**src/rtl/ctrl_pkg.sv**
```systemverilog
`default_nettype none
// +--------------------------------------------------------------------+
// | ctrl_pkg : opcodes, control-bundle layout and constants shared by  |
// |            the pipelined MIPS control unit. Option: CTRL_JUMP_EN   |
// | Rev 1.0                                                            |
// +--------------------------------------------------------------------+
package ctrl_pkg;

  localparam logic [5:0] c_opc_rtype = 6'b000000;
  localparam logic [5:0] c_opc_lw    = 6'b100011;
  localparam logic [5:0] c_opc_sw    = 6'b101011;
  localparam logic [5:0] c_opc_beq   = 6'b000100;
  localparam logic [5:0] c_opc_nop   = 6'b100000;
  localparam logic [5:0] c_opc_j     = 6'b000010;

  localparam int c_ex_w     = 4;
  localparam int c_m_w      = 3;
  localparam int c_wb_w     = 2;
  localparam int c_bundle_w = c_ex_w + c_m_w + c_wb_w;

  localparam int c_ex_regdst   = 3;
  localparam int c_ex_aluop_hi = 2;
  localparam int c_ex_aluop_lo = 1;
  localparam int c_ex_alusrc   = 0;
  localparam int c_m_branch    = 2;
  localparam int c_m_memread   = 1;
  localparam int c_m_memwrite  = 0;
  localparam int c_wb_regwrite = 1;
  localparam int c_wb_memtoreg = 0;

  typedef struct packed {
    logic [c_ex_w-1:0] ex;
    logic [c_m_w-1:0]  m;
    logic [c_wb_w-1:0] wb;
  } ctrl_bundle_t;

  localparam ctrl_bundle_t c_bundle_zero = '0;

endpackage
`default_nettype wire

```
**src/rtl/ctrl_decode.sv**
```systemverilog
`default_nettype none
// +--------------------------------------------------------------------+
// | ctrl_decode : combinational opcode -> {EX, M, WB, illegal, jump}.  |
// |               Option: CTRL_JUMP_EN makes J legal and drives jump.  |
// | Rev 1.0                                                            |
// +--------------------------------------------------------------------+
module ctrl_decode
  import ctrl_pkg::*;
#(
  parameter int OP_W = 6
) (
  input  logic [OP_W-1:0]       opcode,
  output logic [c_bundle_w-1:0] bundle,
  output logic                  illegal,
  output logic                  jump
);

  ctrl_bundle_t w_b;

  always_comb begin
    w_b     = c_bundle_zero;
    illegal = 1'b0;
    jump    = 1'b0;
    case (opcode)
      OP_W'(c_opc_rtype): begin
        w_b.ex[c_ex_regdst]    = 1'b1;
        w_b.ex[c_ex_aluop_hi]  = 1'b1;
        w_b.wb[c_wb_regwrite]  = 1'b1;
      end
      OP_W'(c_opc_lw): begin
        w_b.ex[c_ex_alusrc]    = 1'b1;
        w_b.m[c_m_memread]     = 1'b1;
        w_b.wb[c_wb_regwrite]  = 1'b1;
        w_b.wb[c_wb_memtoreg]  = 1'b1;
      end
      OP_W'(c_opc_sw): begin
        w_b.ex[c_ex_alusrc]    = 1'b1;
        w_b.m[c_m_memwrite]    = 1'b1;
      end
      OP_W'(c_opc_beq): begin
        w_b.ex[c_ex_aluop_lo]  = 1'b1;
        w_b.m[c_m_branch]      = 1'b1;
      end
      OP_W'(c_opc_nop): begin
        w_b.ex[c_ex_regdst]    = 1'b1;
      end
`ifdef CTRL_JUMP_EN
      OP_W'(c_opc_j): jump = 1'b1;
`endif
      default: illegal = 1'b1;
    endcase
  end

  assign bundle = w_b;

endmodule
`default_nettype wire

```
**src/rtl/pipe_ctrl_unit.sv**
```systemverilog
`default_nettype none
// +--------------------------------------------------------------------+
// | pipe_ctrl_unit : ID/EX, EX/MEM, MEM/WB control pipeline with       |
// |                  load-use stall, branch flush and debug counters.  |
// |                  Option: CTRL_JUMP_EN enables the J redirect.      |
// | Rev 1.0                                                            |
// +--------------------------------------------------------------------+
module pipe_ctrl_unit
  import ctrl_pkg::*;
#(
  parameter int OP_W        = 6,
  parameter int REG_W       = 5,
  parameter int STALL_CNT_W = 16
) (
  input  logic                   clk,
  input  logic                   rst_n,
  input  logic [OP_W-1:0]        ifid_opcode,
  input  logic [REG_W-1:0]       ifid_rs,
  input  logic [REG_W-1:0]       ifid_rt,
  input  logic                   branch_taken,
  output logic [3:0]             ex_ctrl,
  output logic [2:0]             mem_ctrl,
  output logic [1:0]             wb_ctrl,
  output logic                   pc_write,
  output logic                   ifid_write,
  output logic                   ifid_flush,
  output logic                   jump,
  output logic                   illegal_op,
  output logic [STALL_CNT_W-1:0] stall_count
);

  logic [c_bundle_w-1:0]  w_dec_raw;
  ctrl_bundle_t           w_dec;
  logic                   w_dec_illegal;
  logic                   w_dec_jump;
  logic                   w_hazard;
  logic                   w_stall;
  logic                   w_jump;

  ctrl_bundle_t           r_idex;
  logic [REG_W-1:0]       r_idex_rt;
  logic [c_m_w-1:0]       r_exmem_m;
  logic [c_wb_w-1:0]      r_exmem_wb;
  logic [c_wb_w-1:0]      r_memwb_wb;
  logic                   r_illegal;
  logic [STALL_CNT_W-1:0] r_stall_cnt;

  ctrl_decode #(.OP_W(OP_W)) u_decode (
    .opcode  (ifid_opcode),
    .bundle  (w_dec_raw),
    .illegal (w_dec_illegal),
    .jump    (w_dec_jump)
  );

  assign w_dec = w_dec_raw;

  assign w_hazard = r_idex.m[c_m_memread] && (r_idex_rt != '0) &&
                    ((r_idex_rt == ifid_rs) || (r_idex_rt == ifid_rt));
  // A taken branch squashes the dependent instruction, so no stall is needed.
  assign w_stall  = w_hazard && !branch_taken;

`ifdef CTRL_JUMP_EN
  // A stalled J waits in IF/ID and redirects once the hazard clears.
  assign w_jump = w_dec_jump && !branch_taken && !w_stall;
`else
  logic w_unused_jump;
  assign w_unused_jump = w_dec_jump;
  assign w_jump        = 1'b0;
`endif

  assign pc_write   = rst_n && !w_stall;
  assign ifid_write = rst_n && !w_stall;
  assign ifid_flush = rst_n && (branch_taken || w_jump);
  assign jump       = rst_n && w_jump;

  always_ff @(posedge clk) begin
    if (!rst_n) begin
      r_idex      <= c_bundle_zero;
      r_idex_rt   <= '0;
      r_exmem_m   <= '0;
      r_exmem_wb  <= '0;
      r_memwb_wb  <= '0;
      r_illegal   <= 1'b0;
      r_stall_cnt <= '0;
    end else begin
      r_idex     <= (w_stall || branch_taken) ? c_bundle_zero : w_dec;
      r_idex_rt  <= ifid_rt;
      r_exmem_m  <= branch_taken ? '0 : r_idex.m;
      r_exmem_wb <= branch_taken ? '0 : r_idex.wb;
      r_memwb_wb <= r_exmem_wb;
      if (w_dec_illegal) begin
        r_illegal <= 1'b1;
      end
      if (w_stall && (r_stall_cnt != '1)) begin
        r_stall_cnt <= r_stall_cnt + STALL_CNT_W'(1);
      end
    end
  end

  assign ex_ctrl     = r_idex.ex;
  assign mem_ctrl    = r_exmem_m;
  assign wb_ctrl     = r_memwb_wb;
  assign illegal_op  = r_illegal;
  assign stall_count = r_stall_cnt;

endmodule
`default_nettype wire
```
**config.mk**
```make
export PLATFORM = sky130hd
export DESIGN_NAME = pipe_ctrl_unit
export DESIGN_NICKNAME = d
export VERILOG_FILES = /design/src/rtl/ctrl_pkg.sv /design/src/rtl/ctrl_decode.sv /design/src/rtl/pipe_ctrl_unit.sv
export SDC_FILE = /design/constraint.sdc
export NUM_CORES = 1
export LEC_CHECK = 0
export BUFFER_PORTS_ARGS = -buffer_cell sky130_fd_sc_hd__buf_2
export CAP_MARGIN = 20
export CORE_UTILIZATION = 52
export CTS_BUF_LIST = sky130_fd_sc_hd__clkbuf_8 sky130_fd_sc_hd__clkbuf_16
export DETAILED_ROUTE_END_ITERATION = 6
export GPL_TIMING_DRIVEN = 0
export PLACE_DENSITY = 0.79
export SETUP_SLACK_MARGIN = 0.2
export SLEW_MARGIN = 0
export SYNTH_ARGS = -nofsm -noshare
export SYNTH_HDL_FRONTEND = slang
export SYNTH_HIERARCHICAL = 1
export SYNTH_SLANG_ARGS = --single-unit
```
**constraint.sdc**
```tcl
create_clock -name clk -period 1.95 [get_ports clk]
set_input_delay 0.0975 -clock clk [delete_from_list [all_inputs] [get_ports clk]]
set_output_delay 0.0975 -clock clk [all_outputs]
set_load 0.05 [all_outputs]
```
==> results.md, run 1 <==
- Vias per Instance: 5.50
- Period utilization: 98.8%
- Measured slew at the worst slew-check pin: 0.579 ns
- Largest net degree at the start of global routing: 12
- Number of diodes: 0
- Nets: 287
- Place WS: -0.0384 ns
- Gate count of the mapped netlist: 201
- Final Max Tran Viols: 0
- DRT Wirelength: 4400 microns
- Critical Path Fanout Max: 3
- Clk_skew: 0.0109 ns
- Crit path time final: 1.93 ns
- Ratio of cells with drive above 1 in the final layout: 45.7%
- Critical R2R Capture: stall_count[1]$_SDFFE_PN0P_
- Die Span Y: 61.0 microns
- Hold WC Path Type: in -> reg
- RSZ-0062 raised after global routing: yes
- Worst reg2reg setup slack: 0.06 ns
- R2R cell count: 8
- Power density cells: 598 mW/mm^2
- Max Root-Sink Buffers: 2
- Placed Instances: 294
- Arr. time, crit path: 1.83 ns
- Finished Layout Cells: 313
- Die Wd: 61.0 microns
- Final Hold Fails: 0
- CTS Sinks: 38
- First-pass GRT wire length: 6440 microns
- FP Rows: 21
- Reg clk slew, reported paths: 0.07 ns
- Root buffer cell: clkbuf_8
- RePlAce Congestion: 0.814
- Max H-tree Level: 2
- Yosys warning count: 6
- Post-route ant nets: 0
- Area Growth Syn to Fin: 38.1%
- Mapped Nets: 221
- Effective utilization at floorplan: 54.2%
- Crit path capture type: output port
- Die Footprint: 0.00372 sq mm
- Peak VDD IR: 0.467 mV
- Slew headroom: 61.4%
- Avg Cell Area, Syn: 9.00 sq um
- Crit path launch: r_idex_rt[2]$_SDFF_PN0_
- CP startpoint kind: flop
- Core Area: 0.00334 sq mm
- Maximum clock rate: 519 MHz
- DP HPWL: 2680 microns
- Initial DRT Pass Iterations: 4
- CP required: 1.85 ns
- Gr ovfl total: 0
- Synthesized area: 0.00181 sq mm
- Vias: 1723
- Num CTS Buffers: 5
- Worst Hold Depth: 2
- Port bufs: 47
- Setup slack after layout: 0.0233 ns
- Tot GR Track Use: 23.7%
- Later-pin clock latency in the skew report: 0.29 ns
- Number of DRC markers in iteration 0: 130
- Wire length per cell: 14.1 microns
- Worst r2r src: r_idex_rt[2]$_SDFF_PN0_
- Vias in the first global route: 1442
- CTS tree: built
- Hold Path Sink: r_idex_rt[4]$_SDFF_PN0_
- DRC: 0
- Run status: finished, final reports clean
- Final setup viols: 0
- Hold_sp: ifid_rt[4]
- Max-cap violations: 0
- # IOs: 49
- Leakage: 1.12 nW
- Initial antenna violation count: 0
- Kind of critical path: reg -> out
-- power by group --
| group | switching, mW | internal, mW | total, mW |
|---|---|---|---|
| Combinational | 0.103 | 0.0692 | 0.172 |
| Sequential | 0.00762 | 0.782 | 0.789 |
| Clock | 0.257 | 0.275 | 0.532 |
| Total | 0.368 | 1.13 | 1.49 |
-- repair_timing --
item / 4_1_cts / 5_1_grt
resized for setup: 16 / 22
gates cloned: 2 / 0
pin swaps: 15 / 14
hold buffers: 0 / 0
endpoints found under the hold margin: 0 / 0
buffers inserted: 6 / 4
setup endpoints to repair: 10 / 26
-- layout make-up --
type                    instances  area [sq um]
multi-input cells             142          1070
fillers                       256           838
flip-flops and latches         38           792
repair buffers                 59           350
plain buffers                  16           120
clock buffers                   6          82.6
well taps                      46          57.6
inverters                       5          18.8
clock inverters                 1          3.75
-- layout by cell type, fill, tap and decap left out, drive strengths merged --
cell type	n
xor2	10
or3	5
or3b	1
and4	2
o211a	1
nand4	8
or4	7
and2	16
o21a	3
nand3b	1
ha	1
nand2b	6
a22oi	1
nor4b	2
nor3	8
o31ai	7
nor2	12
and3	8
o41ai	1
conb	1
dfxtp	38
clkbuf	10
nand3	9
a2bb2oi	1
buf	71
o41a	1
o21ai	4
a21oi	11
mux2i	4
nand2	8
o311ai	1
inv	6
nor4	2
-- metal layers --
metal	vias to the layer above	routed length [microns]	track usage, %
met2	74	2030	35.3
met5	-	0	0
li1	851	-	-
met1	787	1980	31.4
met3	11	297	7.25
met4	0	102	10.7
-- state kept, by name, indices dropped and copies added (netlist names) --
register,count
r_exmem_wb,2
wb_ctrl,2
r_idex,5
stall_count,16
r_idex_rt,5
illegal_op,1
ex_ctrl,4
mem_ctrl,3
-- critical path, cell delays in order (launching register included) --
cell	delay [ns]
dfxtp_2	0.35
or4_4	0.52
o21a_4	0.23
nand2_4	0.08
nor2_4	0.04
nor2_4	0.08
buf_6	0.10
buf_8	0.13
-- through the flow --
| stage | util (%) | hold slack, ns | instance area, sq um | TNS [ns] | total power, mW |
|---|---|---|---|---|---|
| after global placement | 65.0 | 0.326 | 2170 | -0.0259 | 0.947 |
| after CTS | 71.0 | 0.0374 | 2370 | 0 | 1.49 |
| after global routing | 74.9 | 0.0500 | 2500 | -0.0513 | 1.55 |
| after floorplan | - | 0.219 | 1880 | 0 | 0.898 |
| after detailed placement | 65.0 | 0.332 | 2170 | -0.0384 | 0.949 |
| final | 74.9 | 0.0393 | 2500 | 0 | 1.49 |
-- worst max path at each step --
stage                    end  slack (ns)
floorplan           pc_write        0.09
global placement    pc_write       -0.03
detailed placement  pc_write       -0.04
CTS                 pc_write        0.02
global route        pc_write       -0.04
finish              pc_write        0.02
No activity file was read; power rests on OpenSTA's default activity.
==> inputs of run 2 (changes only) <==
- BUFFER_PORTS_ARGS: -buffer_cell sky130_fd_sc_hd__buf_2 -> default
- CORE_UTILIZATION: 52 -> 62
- DONT_BUFFER_PORTS: default -> 1
- PLACE_DENSITY: 0.79 -> 0.78
==> run 2 against run 1 <==
The run now ends with setup timing left. Critical path type unchanged. Utilization increased by 13 points. First-iteration DRC count decreased by 4.6%. Register-to-register slack lost 0.12 ns. Clock power rose by 29%. Non-clock buffer count is 38 lower. Fmax down 11%. Largest power group unchanged. Worst setup slack worse by 0.24 ns.
==> results.md, run 2 (synthesized netlist as in run 1, its figures left out) <==
- DRC: 0
- Hold Slack: 0.00193 ns
- Pwr Total: 1.62 mW
- Design Area, Final: 0.00242 sq mm
- Wire length per cell: 20.7 microns
- Arr. time, crit path: 2.07 ns
- Pint: 1.24 mW
- Kind of critical path: reg -> out
- Final Hold Fails: 0
- First-pass GRT wire length: 7830 microns
- Post-Place Cell Area: 0.00191 sq mm
- Reg clk slew, reported paths: 0.07 ns
- Place WS: -0.107 ns
- Effective utilization at floorplan: 65.6%
- Number of DRC markers in iteration 0: 124
- CP required: 1.85 ns
- Ratio of cells with drive above 1 in the final layout: 35.4%
- Measured slew at the worst slew-check pin: 0.875 ns
- Max Root-Sink Buffers: 2
- Leakage: 0.911 nW
- Core Area: 0.00276 sq mm
- Fill count: 139
- Area Growth Syn to Fin: 33.8%
- Slew headroom: 41.4%
- Crit path time final: 2.17 ns
- Vias: 1724
- Vias per Instance: 6.63
- Finished Layout Cells: 260
- Number of diodes: 0
- Multi-input combinational cell area: 0.00109 sq mm
- Initial antenna violation count: 0
- CTS Sinks: 38
- CP startpoint kind: flop
- Die Span Y: 56.0 microns
- Critical Path Fanout Max: 3
- Placed Instances: 232
- FP Rows: 19
- Period utilization: 111%
- Area occupied by registers: 832 sq um
- Tot GR Track Use: 32.5%
- Post-route ant nets: 0
- Power density cells: 671 mW/mm^2
- Switch share: 23.6%
- Largest register FFs: 16
- Nets: 249
- RePlAce Congestion: 0.821
- Clk pwr share: 42.3%
- Peak VDD IR: 0.764 mV
- Max H-tree Level: 2
- Setup TNS Final: -0.412 ns
- Root buffer cell: clkbuf_8
- Num CTS Buffers: 5
- Hold WC Path Type: in -> reg
- Port bufs: 0
- Final setup viols: 7
- Die Footprint: 0.00314 sq mm
- Commonest non-fill, non-tap cell in the layout: dfxtp_4
- Maximum clock rate: 462 MHz
- Crit path capture type: output port
- Seq pwr share: 47.7%
- Run status: finished, violations left
- DRT Wirelength: 5390 microns
- Clk_skew: 0.00481 ns
- Max-cap violations: 0
- Fin util: 87.8%
- Setup slack after layout: -0.216 ns
- DP HPWL: 2640 microns
- # IOs: 49
- Vias in the first global route: 1644
- RSZ-0062 raised after global routing: yes
- Die Wd: 56.0 microns
- Final Max Tran Viols: 0
- P_sw: 384 uW
- Gr ovfl total: 0
- Later-pin clock latency in the skew report: 0.29 ns
- Comb pwr share: 10.0%
- Most frequent cells in the layout: dfxtp_4, dfxtp_1, and2_1
- CTS tree: built
- Largest net degree at the start of global routing: 12
- Failing checks: setup timing
- Initial DRT Pass Iterations: 4
[run 2: worst paths after layout]
check	start	slack, ns	to	cells past startpoint
setup / recovery	r_idex_rt[4]$_SDFF_PN0_	-0.22	pc_write	6
hold / removal	ifid_opcode[4]	0.002	r_idex[4]$_SDFF_PP0_	2
setup reg to reg	r_idex_rt[3]$_SDFF_PN0_	-0.06	stall_count[2]$_SDFFE_PN0P_	8
hold reg to reg	r_exmem_wb[1]$_SDFF_PP0_	0.44	wb_ctrl[1]$_SDFF_PN0_	1
[run 2: cell type report]
cell class	count	share of cell area (%)
inverters	5	0.775
clock buffers	6	3.41
multi-input cells	142	45.1
repair buffers	21	8.27
clock inverters	1	1.24
well taps	31	1.60
flip-flops and latches	38	34.4
plain buffers	16	5.27
[run 2: repair_timing]
item | in CTS | in global routing
pin swaps | 20 | 12
cloned | 2 | 0
hold endpoints to repair | 11 | 0
resized for setup | 29 | 29
hold buffers | 8 | 0
setup endpoints to repair | 17 | 28
buffers inserted | 5 | 6
[run 2: critical path, stage by stage (launching register included)]
cell and delay (ns):
dfxtp_4 0.36, or4_4 0.54, o21a_4 0.23, nand2_4 0.09
nor2_4 0.04, nor2_4 0.31, buf_8 0.20
[run 2: per-layer routing]
layer  global-route usage (%)  part of all wire [%]  vias to the layer above
met5                        0                     0                        -
met4                     12.2                   3.7                        0
met2                     53.7                    49                      120
li1                         -                     -                      770
met1                     39.9                    37                      811
met3                     9.53                   9.5                       23
[run 2: power by group through the flow]
stage                     logic [mW]  clock network [mW]  registers, mW
after global placement         0.103                   0          0.810
after detailed placement       0.106                   0          0.811
after global routing           0.171               0.710          0.775
final                          0.163               0.688          0.774
after floorplan               0.0888                   0          0.809
after CTS                      0.139               0.684          0.781
